`src/rtl/ov7670_capture_controller.sv`:
```
// OV7670 RGB565 capture: assembles byte pairs into pixels and writes them into a
// row/column addressed frame buffer, all in the camera pixel-clock domain.
module ov7670_capture_controller #(
    parameter int H_RES  = 320,
    parameter int V_RES  = 240,
    parameter int ADDR_W = 17
) (
    input  logic              pclk,
    input  logic              reset_n,
    input  logic              vsync,
    input  logic              href,
    input  logic [7:0]        data,
    output logic              we,
    output logic [ADDR_W-1:0] wAddr,
    output logic [15:0]       wData,
    output logic              frame_done,
    output logic              frame_err
);
    localparam int COL_W = $clog2(H_RES + 2);
    localparam int ROW_W = $clog2(V_RES + 1);
    localparam logic [COL_W-1:0]  COL_FULL  = COL_W'(H_RES);
    localparam logic [COL_W-1:0]  COL_SAT   = COL_W'(H_RES + 1);
    localparam logic [ROW_W-1:0]  ROW_FULL  = ROW_W'(V_RES);
    localparam logic [ADDR_W-1:0] LINE_STEP = ADDR_W'(H_RES);

    typedef enum logic [1:0] {SYNC, BLANK, ACTIVE} state_t;

    state_t             state_q, state_d;
    logic               vsync_q, href_q, vsync_prev_q, href_prev_q;
    logic [7:0]         data_q;
    logic [COL_W-1:0]   col_q, col_d;
    logic [ROW_W-1:0]   row_q, row_d;
    logic [ADDR_W-1:0]  line_base_q, line_base_d;
    logic               phase_q, phase_d;
    logic [7:0]         hi_q, hi_d;
    logic               we_q, we_d;
    logic [ADDR_W-1:0]  waddr_q, waddr_d;
    logic [15:0]        wdata_q, wdata_d;
    logic               frame_done_q, frame_done_d;
    logic               frame_err_q, frame_err_d;
    logic               vs_rise, vs_fall, href_fall;

    assign vs_rise   = vsync_q & ~vsync_prev_q;
    assign vs_fall   = ~vsync_q & vsync_prev_q;
    assign href_fall = href_prev_q & ~href_q;

    always_ff @(posedge pclk or negedge reset_n) begin
        if (!reset_n) begin
            state_q      <= SYNC;
            vsync_q      <= 1'b0;
            href_q       <= 1'b0;
            data_q       <= '0;
            vsync_prev_q <= 1'b0;
            href_prev_q  <= 1'b0;
            col_q        <= '0;
            row_q        <= '0;
            line_base_q  <= '0;
            phase_q      <= 1'b0;
            hi_q         <= '0;
            we_q         <= 1'b0;
            waddr_q      <= '0;
            wdata_q      <= '0;
            frame_done_q <= 1'b0;
            frame_err_q  <= 1'b0;
        end else begin
            state_q      <= state_d;
            vsync_q      <= vsync;
            href_q       <= href;
            data_q       <= data;
            vsync_prev_q <= vsync_q;
            href_prev_q  <= href_q;
            col_q        <= col_d;
            row_q        <= row_d;
            line_base_q  <= line_base_d;
            phase_q      <= phase_d;
            hi_q         <= hi_d;
            we_q         <= we_d;
            waddr_q      <= waddr_d;
            wdata_q      <= wdata_d;
            frame_done_q <= frame_done_d;
            frame_err_q  <= frame_err_d;
        end
    end

    always_comb begin
        state_d      = state_q;
        col_d        = col_q;
        row_d        = row_q;
        line_base_d  = line_base_q;
        phase_d      = phase_q;
        hi_d         = hi_q;
        we_d         = 1'b0;
        waddr_d      = waddr_q;
        wdata_d      = wdata_q;
        frame_done_d = 1'b0;
        frame_err_d  = frame_err_q;
        case (state_q)
            SYNC: begin
                if (vsync_q) state_d = BLANK;
            end
            BLANK: begin
                col_d       = '0;
                row_d       = '0;
                line_base_d = '0;
                phase_d     = 1'b0;
                if (vs_fall) begin
                    state_d     = ACTIVE;
                    frame_err_d = 1'b0;
                end
            end
            ACTIVE: begin
                if (href_q && !vsync_q) begin
                    if (!phase_q) begin
                        hi_d    = data_q;
                        phase_d = 1'b1;
                    end else begin
                        phase_d = 1'b0;
                        if (col_q < COL_FULL && row_q < ROW_FULL) begin
                            we_d    = 1'b1;
                            wdata_d = {hi_q, data_q};
                            waddr_d = line_base_q + ADDR_W'(col_q);
                        end
                        // col keeps counting past H_RES so over-long lines are flagged
                        if (col_q != COL_SAT) col_d = col_q + COL_W'(1);
                    end
                end
                if (href_fall) begin
                    if (col_q != COL_FULL || row_q >= ROW_FULL) frame_err_d = 1'b1;
                    col_d   = '0;
                    phase_d = 1'b0;
                    if (row_q < ROW_FULL) begin
                        row_d       = row_q + ROW_W'(1);
                        line_base_d = line_base_q + LINE_STEP;
                    end
                end
                // row_d already includes a coincident line end
                if (vs_rise) begin
                    if (row_d != ROW_FULL || href_q) frame_err_d = 1'b1;
                    state_d      = BLANK;
                    frame_done_d = 1'b1;
                    phase_d      = 1'b0;
                end
            end
            default: state_d = SYNC;
        endcase
    end

    assign we         = we_q;
    assign wAddr      = waddr_q;
    assign wData      = wdata_q;
    assign frame_done = frame_done_q;
    assign frame_err  = frame_err_q;
endmodule

```
`config.mk`:
```
export PLATFORM = sky130hd
export DESIGN_NAME = ov7670_capture_controller
export DESIGN_NICKNAME = d
export VERILOG_FILES = /design/src/rtl/ov7670_capture_controller.sv
export SDC_FILE = /design/constraint.sdc
export NUM_CORES = 1
export LEC_CHECK = 0
export CAP_MARGIN = 20
export CORE_ASPECT_RATIO = 1.75
export CORE_MARGIN = 4
export CORE_UTILIZATION = 51
export DETAILED_ROUTE_END_ITERATION = 10
export PLACE_DENSITY = 0.73
export RECOVER_POWER = 25
export REMOVE_ABC_BUFFERS = 1
export SLEW_MARGIN = 0
export SYNTH_ARGS = -nofsm -noshare
export SYNTH_HDL_FRONTEND = slang
export SYNTH_SLANG_ARGS = --single-unit
```
`constraint.sdc`:
```
create_clock -name pclk -period 2.05 [get_ports pclk]
set_input_delay 0.3075 -clock pclk [delete_from_list [all_inputs] [get_ports pclk]]
set_output_delay 0.3075 -clock pclk [all_outputs]
set_load 0.02 [all_outputs]
```
* Word-level counts from Yosys, hierarchy flattened
Cells that the tools add are included.
Word-level totals: flip-flop bits (word level) 93, output and inout port bits 36, input bits 12, bits in writable memories 0, logic and storage cells 91, ROM bits 0, latch bits 0, memories 0
Operators by class: reductions and logical operators 14, add/sub/neg operators 4, shifts and indexed selects 0, div/mod/pow operators 0, eq/ne operators 14, $lt $le $gt $ge 3, muxes and demuxes 33, bitwise operators 7, multipliers 0
Operators with widths (count):
- 9-bit 2-to-1 mux | 4
- 17-bit 2-to-1 mux | 2
- 17-bit case mux with 2 select lines | 1
- 8-bit 2-to-1 mux | 3
- 9-bit inequality test (second input constant) | 2
- 9-bit case mux with 2 select lines | 1
- 17-bit by 9-bit adder with 17-bit output | 1
- 17-bit by 9-bit adder with 17-bit output (second input constant) | 1
- 8-bit case mux with 2 select lines | 1
- 1-bit 2-to-1 mux | 15
- 2-bit inequality test (second input constant) | 5
- 9-bit by 1-bit adder with 9-bit output (second input constant) | 1
- 9-bit less-than comparator (second input constant) | 1
- 3-bit inequality test (second input constant) | 3
- 3-bit AND reduction | 3
- 8-bit by 1-bit adder with 8-bit output (second input constant) | 1
- 8-bit >= comparator (second input constant) | 1
- 8-bit less-than comparator (second input constant) | 1
- 8-bit inequality test (second input constant) | 1
- 4-bit AND reduction | 2
- 2-bit 2-to-1 mux | 3
- 2-bit case mux with 3 select lines | 1
- 4-bit inequality test (second input constant) | 1
- 1-bit NOT | 4
- other kinds (10) | 16

* Depth between registers and ports, before layout
depth after elaboration 9, mapped depth 9, mapped depth without buffers 7

* Worst setup path before layout
Ideal clock, no wire load.
path type register to register, start point reg state_q[0], end point reg hi_q[0], library setup time 0.125 ns, path buffers 2, stages on the path, launching flop included 8, data arrival time 1.778 ns, required time 1.925 ns, period minus slack after synthesis 1.903 ns, setup slack 0.147 ns, cells stage by stage dfrtp_1 inv_1 ha_1 clkbuf_1 and3_1 nor2b_1 clkbuf_1 mux2_2
Between the ends: cells in the longest elaborated chain, start to end 2
RTL lines:
- start: declaration | line 28 | state_t state_q, state_d;
- start signal: assignment | line 66 | state_q <= state_d;
- 2-bit == test | line 97 | case (state_q)
- 3-bit AND reduction (no source line)
- end signal: assignment | line 76 | hi_q <= hi_d;
- end: declaration | line 35 | logic [7:0] hi_q, hi_d;
No other way between the ends. A chain may end at the register's enable or synchronous reset.

* Worst setup path after layout
start point reg row_q[1], end point reg frame_err_q, in the netlist frame_err
Between the ends: cells in the longest elaborated chain, start to end 9, elaborated cells between the ends (all ways) 14, classes of those cells add/sub: 1; order compare: 2; eq/ne: 1; mux: 8; reduce/logical: 2
RTL lines:
- start: declaration | line 32 | logic [ROW_W-1:0] row_q, row_d;
- start signal: assignment | line 73 | row_q <= row_d;
- 8-bit by 1-bit adder with 8-bit output / 8-bit less-than comparator (equally long branches) | line 132, 131
- 8-bit 2-to-1 mux | line 131 | if (row_q < ROW_FULL) begin
- 8-bit 2-to-1 mux | line 127 | if (href_fall) begin
- 8-bit 2-to-1 mux | line 97
- 8-bit inequality test | line 138 | if (row_d != ROW_FULL || href_q) frame_err_d = 1'b1;
- 1-bit logical OR | line 138
- 1-bit 2-to-1 mux | line 138
- 1-bit 2-to-1 mux (*) | line 137 | if (vs_rise) begin
- 1-bit case mux with 2 select lines (*) | line 97
- end signal: assignment | line 81 | frame_err_q <= frame_err_d;
- end: declaration | line 40 | logic frame_err_q, frame_err_d;
Mark *: on every way between the ends. The rest lies on a longest branch, timed or not. The select of a mux whose other input is x is not followed.

==> flow_summary.rst <==
.. list-table::
   :header-rows: 1

   * - Metric
     - Value
   * - Outcome
     - finished, final reports clean
   * - Worst-path fanout max
     - 5
   * - Register area
     - roughly 2200 um2
   * - Post-synthesis to final-layout area growth
     - 23.4%
   * - Sequential share of the synthesized area
     - 0.520
   * - Number of global-route vias before repair
     - 3,493
   * - Xor-xnor portion of the synthesized cell area
     - 0.0376
   * - Clock Pin Slew Worst Setup and Hold Paths
     - around 60 ps
   * - I/O Pins
     - 48
   * - Number of rows created at floorplan
     - 43
   * - Seq cells post-synth
     - 87
   * - Main combinational cell family by area after synthesis
     - simple AND/OR/NAND/NOR gates
   * - Number of buffers created by CTS
     - 9
   * - DR WL/cell
     - between 15 and 20 um
   * - Final weighted congestion of routability-driven global placement
     - 0.873
   * - Class of the worst hold path
     - reg2reg
   * - Number of instances in the synthesized netlist
     - ~430
   * - Cell Area, Synth
     - 4190 um2
   * - Final sum of negative setup slack
     - 0 ps
   * - Overall Global Routing Usage
     - 0.205
   * - Number of maximum-capacitance constraint violations
     - 0
   * - Number of flops mapped to enable cells by yosys
     - 0
   * - Final Hold Violating Endpoints
     - 0
   * - Count of routing violations after the opening detailed-route iteration
     - 139
   * - Post-layout power
     - 0.00485 W
   * - Final Max Tran Viols
     - 0
   * - PortBufs
     - 47
   * - Synth warn
     - 0
   * - Share of the clock period used by the worst path after layout
     - 0.970
   * - Die area
     - 9790 um2
   * - Remaining number of nets flagged by the antenna check after routing
     - 0
   * - Critical path class
     - reg2reg
   * - Effective utilization at floorplan
     - 0.526
   * - Cell taking the most area after synthesis
     - dfrtp_1
   * - Simple-gate share of the synthesized area
     - 0.204
   * - Lkg Pwr
     - 2.28 nW
   * - Most used standard cell by instance count after synthesis
     - nand2_1
   * - Diodes inserted
     - 0
   * - Transition at the pin with the smallest max-transition slack
     - 760 ps
   * - Pre-CTS setup slack
     - 44.9 ps
   * - Unrepaired setup endpoints after global routing
     - false
   * - Ranking of synthesized cells by area
     - dfrtp_1 52%, nand2_1 8.2%, ha_1 3.9%
   * - DP HPWL
     - 6.95 mm
   * - Final nets
     - 521
   * - Root buffer cell
     - clkbuf_16
   * - Placed cell count
     - 572
   * - Most used flip-flop cell after synthesis
     - dfrtp_1
   * - Pin count of the biggest net entering global routing
     - 41
   * - Share of layout cells above drive strength 1
     - 0.116
   * - Post-route insts no fill
     - 590
   * - Most frequent cells after synthesis
     - 92 x nand2_1, 87 x dfrtp_1, 31 x nor2_1
   * - Proportion of register bits with asynchronous set or reset after synthesis
     - 1.00
   * - Kind of start point of the critical path
     - flip-flop
   * - Overflow left after global routing
     - 0
   * - Maximum clock insertion buffer count
     - 2
   * - Die boundary height
     - roughly 130 um
   * - Yosys top cell area share
     - 0.520
   * - Capturing element type of the critical path
     - flip-flop
   * - Fin crit period
     - 1990 ps
   * - DRC
     - 0
   * - Wire length of the first global-routing pass
     - 16.2 mm
   * - Detailed-route wire length
     - 9.42 mm
   * - Sinks on the clock net
     - 87
   * - Fillers
     - 649
   * - Post-DR vias/cell
     - ~5.7
   * - Area share of fa/ha/maj cells after synthesis
     - 0.0388
   * - Total vias in the final route
     - 3,355
   * - Area inside the core boundary
     - 7960 um2
   * - Multi-input gate area
     - 1890 um2
   * - Endpoint arrival time on the critical path
     - 2210 ps
   * - Compound-gate portion of the synthesized area
     - 0.141
   * - Clock network latency to the later pin of the worst-skew pair
     - 340 ps
   * - Post-Route Hold Slack
     - 461 ps
   * - Max H-tree Level
     - 3
   * - Worst path setup slack after routing
     - 61.4 ps
   * - Portion of netlist area occupied by mux cells
     - 0.0263
   * - Number of search-and-repair iterations in the first detailed-routing pass
     - 4
   * - Die width
     - 76.5 um
   * - Setup violators final
     - 0
   * - CTS tree
     - built
   * - Worst slew margin
     - 0.493
   * - Required time at the worst-slack endpoint
     - 2280 ps
   * - Post-Syn Area per Cell
     - a little under 10 um2
   * - Fmax
     - 503 MHz
   * - Largest vdd supply drop
     - between 0.5 and 0.6 mV
   * - Layout Skew
     - 4.62 ps
   * - PwrDens
     - 939 nW/um2
   * - Netlist cell types
     - 61
   * - Initial antenna violation count
     - 0
[worst max-delay path: stages, from the launching register on]
cell      delay [ps]
dfrtp_1          430
ha_2             220
and4_1           230
nor4_2           210
o221ai_1         150
or4_1            440
o21a_1           200
[kinds of logic (layout without fill, tap and decap cells)]
group	Yosys count	after routing
other cells	1	1
xor+xnor	18	18
flops	87	87
simple gates	182	182
fa+ha+maj	13	13
mux	10	10
compound gates	90	90
buf+inv	32	99
[report_power, final]
group / internal (W) / total, W / leakage, nW / switching (W)
logic: 0.000526 / 0.00128 / 1.01 / 0.000754
registers: 0.00188 / 0.00199 / 1.13 / 0.000115
clock network: 0.000934 / 0.00158 / 0.145 / 0.000645
total: 0.00334 / 0.00485 / 2.28 / 0.00151
[metal layers]
| layer | track usage | part of all wire | vias up |
|---|---|---|---|
| li1 | - | - | 1634 |
| met1 | 0.220 | 0.40 | 1638 |
| met2 | 0.383 | 0.54 | 70 |
| met3 | 0.0457 | 0.033 | 13 |
| met4 | 0.0864 | 0.019 | 0 |
| met5 | 0 | 0 | - |
[metrics by stage]
step / utilization / cell area (um2)
3_3_place_gp: 0.610 / 4860
4_1_cts: 0.648 / 5160
6_report: 0.649 / 5170
5_1_grt: 0.649 / 5170
2_1_floorplan: - / 4110
3_5_place_dp: 0.610 / 4860
[repair_timing]
item | CTS | global route
hold endpoints to repair | 28 | 0
hold buffers | 1 | 0
gates resized for setup | 0 | 5
endpoints found under the setup margin | 0 | 22
buffers inserted | 0 | 2
[flip-flops by register name, summed over array words and instances (netlist names)]
register and flops:
vsync_q 1, wAddr 17, frame_done 1, hi_q 8
phase_q 1, row_q 8, wData 16, href_prev_q 1
frame_err 1, col_q 9, vsync_prev_q 1, data_q 8
we 1, state_q 2, href_q 1, line_base_q 11
[path summary, 6_finish.rpt]
path	start	slack (ps)	cells after the start	to
hold reg to reg	hi_q[3]$_DFFE_PN0P_	460	2	wData[11]$_DFFE_PN0P_
max in group asynchronous	reset_n	400	3	line_base_q[13]$_DFFE_PN0P_
setup / recovery	row_q[1]$_DFFE_PN0P_	60	6	frame_err$_DFFE_PN0P_
min in group asynchronous	reset_n	570	2	wData[1]$_DFFE_PN0P_
hold / removal	hi_q[3]$_DFFE_PN0P_	460	2	wData[11]$_DFFE_PN0P_
setup reg to reg	row_q[1]$_DFFE_PN0P_	60	6	frame_err$_DFFE_PN0P_
[area by class of cell]
| type | count | area share |
|---|---|---|
| flip-flops and latches | 87 | 0.421 |
| repair buffers | 69 | 0.125 |
| multi-input cells | 314 | 0.365 |
| clock buffers | 9 | 0.0436 |
| clock inverters | 6 | 0.0121 |
| well taps | 90 | 0.0218 |
| inverters | 15 | 0.0114 |
[cell usage in the layout (no fill, tap or decap), types with 9 or more instances in the layout]
master | synthesis | final
nand3_1 | 14 | 14
inv_1 | 14 | 14
buf_4 | 1 | 19
a21oi_1 | 18 | 18
nand2_1 | 92 | 92
o21ai_0 | 27 | 27
dfrtp_1 | 87 | 86
clkbuf_16 | 0 | 9
nor2_1 | 31 | 31
nand4_1 | 10 | 10
xor2_1 | 10 | 10
ha_1 | 13 | 12
clkdlybuf4s50_1 | 0 | 36
dlygate4sd3_1 | 0 | 11
Note: power is estimated with default switching activity, not from simulation.
